[config.mk]
export PLATFORM = sky130hd
export DESIGN_NAME = mem_port_arbiter
export DESIGN_NICKNAME = d
export VERILOG_FILES = /design/src/rtl/mem_port_arbiter_pkg.sv /design/src/rtl/mem_port_arbiter.sv
export SDC_FILE = /design/constraint.sdc
export NUM_CORES = 1
export LEC_CHECK = 0
export CORE_MARGIN = 10
export CORE_UTILIZATION = 40
export CTS_BUF_LIST = sky130_fd_sc_hd__clkbuf_4 sky130_fd_sc_hd__clkbuf_8
export DETAILED_ROUTE_END_ITERATION = 10
export PLACE_DENSITY = 0.81
export SYNTH_ARGS = -nofsm -noshare
export SYNTH_HDL_FRONTEND = slang
export SYNTH_SLANG_ARGS = --single-unit
[constraint.sdc]
create_clock -name clk -period 1.2 [get_ports clk]
set_input_delay 0.24 -clock clk [delete_from_list [all_inputs] [get_ports clk]]
set_output_delay 0.24 -clock clk [all_outputs]
set_load 0.02 [all_outputs]
[src/rtl/mem_port_arbiter_pkg.sv]
// Shared types for the two-port memory arbiter: word type, FSM states and latched request.
package mem_port_arbiter_pkg;

  typedef logic [15:0] lc3b_word;

  typedef enum logic [1:0] {
    ArbIdle,
    ArbIssue,
    ArbResp
  } lc3b_arb_state;

  typedef enum logic {
    PortA = 1'b0,
    PortB = 1'b1
  } lc3b_port;

  typedef struct packed {
    lc3b_word   addr;
    lc3b_word   wdata;
    logic [1:0] wmask;
    logic       write;
    lc3b_port   port;
  } lc3b_mem_req;

  // Ties go to the port not granted last (round-robin) or to B (fixed priority).
  function automatic lc3b_port pick_port(logic req_a, logic req_b, logic rr, lc3b_port last);
    if (req_a && req_b) begin
      if (rr) return (last == PortA) ? PortB : PortA;
      return PortB;
    end
    if (req_b) return PortB;
    return PortA;
  endfunction

endpackage

[src/rtl/mem_port_arbiter.sv]
// Serialises instruction port A and data port B onto one backing memory port,
// returning a one-cycle response pulse with registered read data to the granted port.
module mem_port_arbiter
  import mem_port_arbiter_pkg::*;
#(
  parameter bit RR_ARB = 1'b1
) (
  input  logic        clk,
  input  logic        reset,
  input  logic        mem_read_a,
  input  logic [15:0] mem_address_a,
  output logic        mem_resp_a,
  output logic [15:0] mem_rdata_a,
  input  logic        mem_read_b,
  input  logic        mem_write_b,
  input  logic [1:0]  mem_wmask_b,
  input  logic [15:0] mem_address_b,
  input  logic [15:0] mem_wdata_b,
  output logic        mem_resp_b,
  output logic [15:0] mem_rdata_b,
  output logic        pmem_read,
  output logic        pmem_write,
  output logic [1:0]  pmem_wmask,
  output logic [15:0] pmem_address,
  output logic [15:0] pmem_wdata,
  input  logic        pmem_resp,
  input  logic [15:0] pmem_rdata
);

  lc3b_arb_state state_q, state_d;
  lc3b_port      last_grant_q, last_grant_d;
  lc3b_mem_req   req_q, req_d;
  logic          pmem_read_q, pmem_read_d;
  logic          pmem_write_q, pmem_write_d;
  logic          mem_resp_a_q, mem_resp_a_d;
  logic          mem_resp_b_q, mem_resp_b_d;
  lc3b_word      mem_rdata_a_q, mem_rdata_a_d;
  lc3b_word      mem_rdata_b_q, mem_rdata_b_d;

  logic     req_a, req_b;
  lc3b_port grant;

  assign req_a = mem_read_a;
  assign req_b = mem_read_b | mem_write_b;
  assign grant = pick_port(req_a, req_b, RR_ARB, last_grant_q);

  always_comb begin
    state_d       = state_q;
    last_grant_d  = last_grant_q;
    req_d         = req_q;
    pmem_read_d   = pmem_read_q;
    pmem_write_d  = pmem_write_q;
    mem_resp_a_d  = 1'b0;
    mem_resp_b_d  = 1'b0;
    mem_rdata_a_d = mem_rdata_a_q;
    mem_rdata_b_d = mem_rdata_b_q;

    unique case (state_q)
      ArbIdle: begin
        if (req_a || req_b) begin
          req_d.port = grant;
          if (grant == PortB) begin
            // Read and write together is treated as a write.
            req_d.addr  = mem_address_b;
            req_d.wdata = mem_wdata_b;
            req_d.write = mem_write_b;
            req_d.wmask = mem_write_b ? mem_wmask_b : 2'b11;
          end else begin
            req_d.addr  = mem_address_a;
            req_d.wdata = '0;
            req_d.write = 1'b0;
            req_d.wmask = 2'b11;
          end
          last_grant_d = grant;
          pmem_read_d  = ~req_d.write;
          pmem_write_d = req_d.write;
          state_d      = ArbIssue;
        end
      end
      ArbIssue: begin
        if (pmem_resp) begin
          if (!req_q.write) begin
            if (req_q.port == PortA) mem_rdata_a_d = pmem_rdata;
            else                     mem_rdata_b_d = pmem_rdata;
          end
          mem_resp_a_d = (req_q.port == PortA);
          mem_resp_b_d = (req_q.port == PortB);
          pmem_read_d  = 1'b0;
          pmem_write_d = 1'b0;
          state_d      = ArbResp;
        end
      end
      ArbResp: begin
        state_d = ArbIdle;
      end
      default: begin
        state_d = ArbIdle;
      end
    endcase
  end

  always_ff @(posedge clk) begin
    if (reset) begin
      state_q       <= ArbIdle;
      last_grant_q  <= PortA;
      req_q         <= '0;
      pmem_read_q   <= 1'b0;
      pmem_write_q  <= 1'b0;
      mem_resp_a_q  <= 1'b0;
      mem_resp_b_q  <= 1'b0;
      mem_rdata_a_q <= '0;
      mem_rdata_b_q <= '0;
    end else begin
      state_q       <= state_d;
      last_grant_q  <= last_grant_d;
      req_q         <= req_d;
      pmem_read_q   <= pmem_read_d;
      pmem_write_q  <= pmem_write_d;
      mem_resp_a_q  <= mem_resp_a_d;
      mem_resp_b_q  <= mem_resp_b_d;
      mem_rdata_a_q <= mem_rdata_a_d;
      mem_rdata_b_q <= mem_rdata_b_d;
    end
  end

  // Backing-port fields come straight from the latched request.
  assign pmem_read    = pmem_read_q;
  assign pmem_write   = pmem_write_q;
  assign pmem_address = req_q.addr;
  assign pmem_wdata   = req_q.wdata;
  assign pmem_wmask   = req_q.wmask;
  assign mem_resp_a   = mem_resp_a_q;
  assign mem_resp_b   = mem_resp_b_q;
  assign mem_rdata_a  = mem_rdata_a_q;
  assign mem_rdata_b  = mem_rdata_b_q;

endmodule

# Word-level counts from Yosys, hierarchy flattened
# Index checks and enable logic that the tools add are counted.
# word_totals
ff_bits,74
inputBits,72
output_inout_bits,70
word_cells,53
# op_classes
n_eq_ne,3
muxes,22
n_bitwise,6
n_reduce_logical,10
# ops
operator,n
$mux 35,3
$mux 1,13
$reduce_and 4->1,2
$mux 2,3
$not 1->1,5
$ne 2x2->1 const B,2
$pmux 1 s2,2
$pmux 2 s2,1
$reduce_and 2->1,2
$reduce_and 3->1,1
$reduce_or 3->1,1
$eq 2x1->1 const B,1
$logic_not 2->1,1
$reduce_bool 2->1,1
$logic_and 1x1->1,1
$logic_or 1x1->1,1
$or 1x1->1,1

# Depth between registers and ports, before layout
# Gate-level depths: netlist (run 1).
# depth
ltp_word,14
depth_mapped,5
ltp_nobuf,3

# Worst setup path before layout (run 1)
# OpenSTA, ideal clock, no wires.
# synth_path
kind,reg2reg
startpoint,register state_q[0]
endpoint,register req_q (netlist bit pmem_address[10])
setup_ns,0.141
t_arrival_ns,1.104
required_ns,1.059
slack_ns,-0.045
stages_incl_launch_ff,6
n_path_buf,2
period_less_slack_ns,1.245
path_cell_list,dfxtp_1 -> or2_1 -> buf_2 -> nor2_2 -> buf_4 -> a311oi_2
# synth_between
elab_chain_cells,2
# synth_lines
item,line_no,text
from (decl),mem_port_arbiter.sv:30,"lc3b_arb_state state_q, state_d;"
from (signal assigned),mem_port_arbiter.sv:104,state_q <= ArbIdle;
from (signal assigned),mem_port_arbiter.sv:114,state_q <= state_d;
$logic_not 2->1,mem_port_arbiter.sv:58,unique case (state_q)
$reduce_and 2->1 (no source line),--,
to (signal assigned),mem_port_arbiter.sv:116,req_q <= req_d;
to (decl),mem_port_arbiter.sv:32,"lc3b_mem_req req_q, req_d;"
# Every way passes these cells.
# A chain may end at the register's enable or synchronous reset.

# Worst setup path in the final report (run 1)
# layout_path
startpoint,register state_q[1]
endpoint,"register mem_rdata_a_q[14], in the netlist mem_rdata_a[14]"
# layout_between
elab_chain_cells,2
# layout_lines
item,line_no,text
$eq 2x1->1,mem_port_arbiter.sv:58,
$reduce_and 4->1 (no source line),--,
to (signal assigned),mem_port_arbiter.sv:121,mem_rdata_a_q <= mem_rdata_a_d;
to (decl),mem_port_arbiter.sv:37,"lc3b_word mem_rdata_a_q, mem_rdata_a_d;"
# Every way passes these cells.

==> results of run 1 <==
[synthesized netlist by cell type, types with 2 or more instances]
| cell | n |
|---|---|
| a21oi_1 | 57 |
| a21oi_2 | 10 |
| a311oi_1 | 6 |
| a311oi_2 | 10 |
| buf_2 | 11 |
| buf_4 | 40 |
| buf_6 | 2 |
| clkbuf_1 | 19 |
| dfxtp_1 | 74 |
| inv_1 | 2 |
| nand2_1 | 33 |
| nand3_1 | 34 |
| nand4_1 | 16 |
| nor2_2 | 2 |
| nor3_1 | 2 |
| o21ai_0 | 43 |
| o21ai_1 | 7 |
| o221a_1 | 2 |
[sequential cells by signal, summed over array words and instances, names as in the netlist, 2 cells and up]
name,flops
pmem_wdata,16
state_q,2
pmem_wmask,2
pmem_address,16
req_q,2
mem_rdata_b,16
mem_rdata_a,16
[critical path, delay by kind of cell (launching register included)]
kind                   cells  cell delay [ns]
buffers and inverters      2             0.34
DFF                        1             0.37
AOI/OAI and AO/OA          1             0.13
and+or+nand+nor            2             0.38
[cell families (layout without fill, tap and decap cells)]
| kind of cell | Yosys count | count (layout) | share of synthesized area |
|---|---|---|---|
| flops | 74 | 74 | 0.443 |
| other cells | 0 | 1 | 0 |
| simple gates | 97 | 97 | 0.147 |
| compound gates | 140 | 140 | 0.273 |
| buf+inv | 74 | 202 | 0.137 |
[final timing paths]
check	end	slack (ns)	cells after the start
worst max register to register	mem_rdata_a[14]	-0.08	5
worst max-delay path	mem_rdata_a[14]	-0.08	5
worst min register to register	mem_rdata_b[14]	0.47	2
worst min-delay path	pmem_address[5]	0.26	2
[where the power goes]
group          internal [mW]  switching [mW]  leakage, nW  total (mW)
registers               2.63           0.101        0.608        2.73
logic                  0.800           0.904         1.28        1.70
clock network          0.978           0.979        0.100        1.96
total                   4.41            1.98         1.99        6.39
[stage by stage]
| stage | setup TNS [ns] | utilization | area [µm²] |
|---|---|---|---|
| after floorplan | 0 | - | 3370 |
| after global placement | -29.65 | 0.589 | 4820 |
| after detailed placement | -33.47 | 0.589 | 4820 |
| after CTS | -1.79 | 0.609 | 4980 |
| after global routing | -5.89 | 0.600 | 4910 |
| final | -1.69 | 0.600 | 4910 |
[metal layers]
metal	GRT usage	vias to the layer above	part of all wire
met2	0.295	105	0.51
met4	0.0574	0	0.020
met3	0.0564	17	0.056
met5	0	-	0
li1	-	1607	-
met1	0.184	1585	0.41
[layout make-up]
type	instances	area, µm²
Antenna cell	1	2.50
Clock buffer	9	124
Clock inverter	7	77.6
Fill cell	738	3270
Inverter	2	7.51
Multi-Input combinational cell	237	1520
Sequential cell	74	1490
Tap cell	105	131
Timing Repair Buffer	184	1550
[what timing repair did]
action                                  CTS  global route
gates resized for setup                 270            63
hold buffers                              0             0
endpoints found under the setup margin  141           100
gates cloned                              2             1
setup buffers                             3             0
pin swaps                                 2             7
==> results by stage, run 1 <==
Outcome:
- The run finished, with violations left.
- The checks that failed: setup timing.

Setup path:
- The capturing element type of the critical path is a register.
- The worst setup path is launched from a register.
- Data arrives at the worst endpoint at 1.56 ns.
- The signal on the critical path passes through nor4bb_4 > buf_6 > clkbuf_16 > nand3_1 > a21oi_2.
- In this design, the stage delay of the slowest critical-path cell is 0.37 ns.
- The maximum fanout count along the critical path is 8.
- By startpoint and endpoint, the worst setup path is classified as register to register.
- The startpoint identified for the worst register-to-register timing path is state_q[1].
- The start point of the critical path is state_q[1].
- The cell with the largest stage delay on the worst path is dfxtp_4.
- For the worst setup path, the data required time is 1.48 ns.

Clock tree:
- TritonCTS built the clock tree.
- Counting along the longest clock path gives a buffer depth of 2.
- The H-tree generated during clock tree synthesis spans 3 levels.
- The insertion delay to the later sink of the worst-skew pair is 0.34 ns.
- After clock tree synthesis, the clock-pin slew on the worst setup and hold paths is 0.08 ns.
- For this design, the sink count on the clock tree is 74.
- The CTS root buffer is clkbuf_8.
- The clock buffer count from CTS is 9.

Routing:
- After the first detailed-routing iteration, the DRC count stood at 144.
- In the routed layout, each cell is associated on average with a via count of 5.35.
- After detailed routing, the total wire length is 11.0 mm.
- Before antenna repair, the detailed router went through 4 iterations.
- The number of vias in the routed layout is 3,314.
- In this run the remaining antenna-violating nets after routing total 0.
- In the routed design, unresolved DRC markers number 0.
- The per-cell routed wire length is 17.8 µm.

Logic synthesis:
- The largest area contributor in the netlist is dfxtp_1.
- The total standard cell area after synthesis is 3340 µm².
- The net count of the mapped netlist is 457.
- For this run, asynchronously set or reset flops after synthesis account for 0.
- The distinct cell type count after synthesis is 33.
- The total number of yosys warnings is 0.
- The top-area cell type share of the netlist area is 0.443.
- Yosys attributes the largest share of cell area to dfxtp_1 (44%), buf_4 (9.0%), a21oi_1 (8.5%).
- The cell count after synthesis is 385.
- The register bit count reported by yosys is 74.
- The most used flip-flop cell after synthesis is dfxtp_1.
- The synthesized area divided by synthesized cell count is 8.69 µm².
- The number of flops mapped to enable cells by yosys is 0.
- The share of the Yosys chip area taken by registers is 0.443.

Place:
- The number of placed instances, taps included is 596.
- The final RePlAce weighted congestion is 0.758.
- The worst-case setup slack after placement is -0.525 ns.
- Input and output buffers added on the ports amount to 141.
- The half-perimeter wire length after placement is 7.73 mm.

Min path:
- The critical hold path startpoint is reset.
- The path class of the tightest hold or removal check is input pin to register.

Pwr:
- The peak supply drop is 0.651 mV.
- After layout, the design draws a total of 6.39 mW.
- The leakage power figure is 1.99 nW.
- Dividing total power by cell area gives a power density of 1300 nW/µm².

Finish:
- In the final design database the tool counted 580 nets.
- The most frequent standard cell in the layout excluding fill and tap cells is buf_2.
- The library cells used most frequently in the layout, excluding fill and tap cells, are buf_2 (71), dfxtp_1 (70), clkdlybuf4s50_1 (66), a21oi_1 (47), nand2_1 (33).
- The number of standard cells in the layout, taps in and fillers out is 619.
- In the final layout, the share of cells above drive strength 1 is 0.351.
- The post-synthesis to final-layout area growth is 46.7%.

Floorplanning:
- The number of rows created at floorplan is 33.
- The die boundary width is 111 µm.
- The vertical die dimension is 111 µm.
- The area of the placeable core is 8180 µm².
- The area of the die is 12,400 µm².
- The number of top-level pins is 142.
- The starting density of the core is 0.409.

Timing:
- The slew at the pin with the worst max-slew slack is 0.330 ns.
- The final worst clock skew is 0.0137 ns.
- The smallest clock period supported by the final layout is computed as 1.28 ns.
- The fraction of the cycle the final worst path needs is 1.06.
- The smallest setup slack after layout is -0.0777 ns.
- Setup repair after global routing could not meet its margin everywhere.
- The worst-case hold slack is 0.258 ns.
- The number of failing hold endpoints at the final stage was 0.
- The max-slew violation count came to 0.
- Setup violations remaining at the end of the flow were counted as 45.
- The maximum frequency from static timing analysis is 783 MHz.
- The worst pin sits at a relative slew slack of 0.780.

Global route:
- The via count of the first global-routing pass is 3,389.
- Entering global routing, the biggest net connects 39 pins.
- The initial antenna violation count is 1.
- The global-route wire length before repair is 17.5 mm.
- Summed over all layers, the global routing overflow is 0.
- Across every metal layer, demand over resource in global routing totals 0.167.

Job:
- The max-cap check violation count is 0.
Note: power is estimated with default switching activity, not from simulation.
==> inputs of run 2 (changes only) <==
- CORE_MARGIN: 10 -> not set
==> results by stage, run 2 (synthesis gave the netlist of run 1 again) <==
Outcome:
- The run finished, with violations left.
- The checks that failed: setup timing.

Min path:
- The worst hold path class is input pin to register.

Timing:
- The max-slew violation count is 0 (unchanged).
- The fraction of the cycle the final worst path needs was 1.10 (+0.0323).
- The number of failing hold endpoints at the final stage is 0 (unchanged).
- The smallest setup slack after layout was -0.116 ns (-0.0387 ns).
- The final worst clock skew was 0.0123 ns (-0.00133 ns).
- The number of setup violations in the final report is 52 (+16%).
- The minimum period implied by the final worst setup slack is 1.32 ns (+0.0387 ns).
- Setup repair after global routing could not meet its margin everywhere.
- The worst slew margin relative to its limit is 0.760 (-0.0198).
- The slew at the pin with the worst max-slew slack was 0.360 ns (+0.0297 ns).
- The maximum frequency from static timing analysis came to 760 MHz (-2.9%).

Setup path:
- The data arrival time of the critical path is 1.59 ns (+0.03 ns).
- STA classifies the critical path endpoint as a register.
- The critical path required time is 1.48 ns (about the same).
- The maximum fanout count along the critical path was 8 (unchanged).
- The critical path in this run is classified as register to register.
- The worst setup path is launched from a register.

Global route:
- The overall global routing resource usage came to 0.236 (+0.0684).
- The initial antenna violation count came to 1 (unchanged).
- The via count of the first global-routing pass is 3,417 (+0.83%).
- The global-route wire length before repair is 16.1 mm (-7.8%).
- The pin count of the biggest net entering global routing is 44 (+13%).
- The total congestion overflow was 0 (unchanged).

Routing:
- The per-cell routed wire length is 16.4 µm (-7.9%).
- The final routed DRC violation total is 0 (unchanged).
- The number of vias in the routed layout came to 3,349 (+1.1%).
- The post-detailed-route count of antenna-violating nets is 0 (unchanged).
- The total wire length after detailed routing is 10.2 mm (-7.1%).
- The initial detailed-routing violation count is 206 (+43%).
- The average vias per placed instance was 5.37 (+0.25%).
- The total iterations of the first detailed-routing run was 4 (unchanged).

Floorplanning:
- The starting density of the core is 0.424 (+0.0149).
- The area of the die was 8730 µm² (-30%).
- The number of rows created at floorplan is 32 (-3.0%).
- The number of top-level pins came to 142 (unchanged).
- The die boundary width is 93.4 µm (-16%).
- The vertical die dimension is 93.4 µm (-16%).
- The area of the placeable core is 7890 µm² (-3.5%).

Job:
- The max-cap check violation count is 0 (unchanged).

Pwr:
- The total power divided by cell area came to 1290 nW/µm² (-0.65%).
- The peak supply drop was 0.647 mV (-0.60%).
- The leakage power figure came to 2.02 nW (+1.7%).

Finish:
- The final standard cell utilization of the core came to 0.639 (+0.0387).
- The top cell types in the final layout, fill and taps aside, are dfxtp_1 (70), clkdlybuf4s50_1 (66), buf_2 (65), a21oi_1 (48).
- The post-synthesis to final-layout area growth is 50.7%.
- The most frequent standard cell in the layout excluding fill and tap cells is dfxtp_1.
- The number of nets at the end of the flow is 588 (+1.4%).
- The share of cells above drive strength 1 is 0.361 (+0.00997).

Place:
- The number of input and output port buffers inserted is 141 (unchanged).
- The final RePlAce weighted congestion is 0.775 (+2.3%).
- The half-perimeter wire length after placement is 6.73 mm (-13%).
- The worst-case setup slack after placement came to -0.541 ns (-0.0159 ns).

Clock tree:
- The clock buffer count from CTS is 9 (unchanged).
- The total number of clock tree sinks was 74 (unchanged).
- The TritonCTS clock tree is built.
- The insertion delay to the later sink of the worst-skew pair came to 0.34 ns (about the same).
- The number of hold buffers added after CTS came to 0 (unchanged).
- The total number of H-tree levels was 3 (unchanged).
- The CTS root buffer is clkbuf_8.
- The maximum count of clock buffers along a single path came to 2 (unchanged).
- The clock-pin slew reported for the worst setup and hold paths after clock tree synthesis came to 0.09 ns (about the same).
==> run 2: area by class of cell <==
type	count	area, µm²
diodes	1	2.50
repair buffers	192	1650
inverters	2	7.51
flip-flops and latches	74	1490
clock buffers	10	138
well taps	102	128
fillers	669	2850
multi-input cells	237	1550
clock inverters	6	72.6
==> run 2: metal layers <==
layer	GRT usage	part of all wire
met1	0.269	0.39
met5	0	0
met3	0.0520	0.054
met4	0.115	0.023
met2	0.414	0.53
==> run 2: final timing paths <==
kind	startpoint	depth (start not counted)	to	slack [ns]
worst max register to register	state_q[1]	5	mem_rdata_b[8]	-0.12
worst min-delay path	reset	3	state_q[0]	0.29
worst min register to register	mem_rdata_a[2]	2	mem_rdata_a[2]	0.48
worst max-delay path	state_q[1]	5	mem_rdata_b[8]	-0.12
==> run 2: critical path: stages (launching register included) <==
cell and delay, ns:
dfxtp_4 0.37, nor4bb_4 0.27, buf_6 0.19, clkbuf_16 0.16, nand3_1 0.10, a21oi_1 0.16
==> run 2: where the power goes <==
group | total, mW | switching (mW) | internal [mW]
registers | 2.73 | 0.0948 | 2.63
clock network | 2.02 | 0.979 | 1.04
logic | 1.78 | 0.925 | 0.853
total | 6.52 | 2.00 | 4.52
==> run 2: metrics by stage <==
step	cell area (µm²)	std cells	TNS [ns]	hold WS (ns)	total power, mW
floorplan	3370	385	0	0.394	3.79
global route	5040	624	-6.43	0.315	6.83
global placement	4830	595	-28.69	0.457	4.48
finish	5040	624	-2.35	0.291	6.52
CTS	5100	619	-2.68	0.277	6.54
detailed placement	4830	595	-30.62	0.466	4.52
==> run 2: repair_timing <==
item | in CTS | in global routing
gates resized for setup | 257 | 73
pin swaps | 21 | 32
setup buffers | 5 | 4
endpoints found under the setup margin | 139 | 106
cloned | 3 | 1
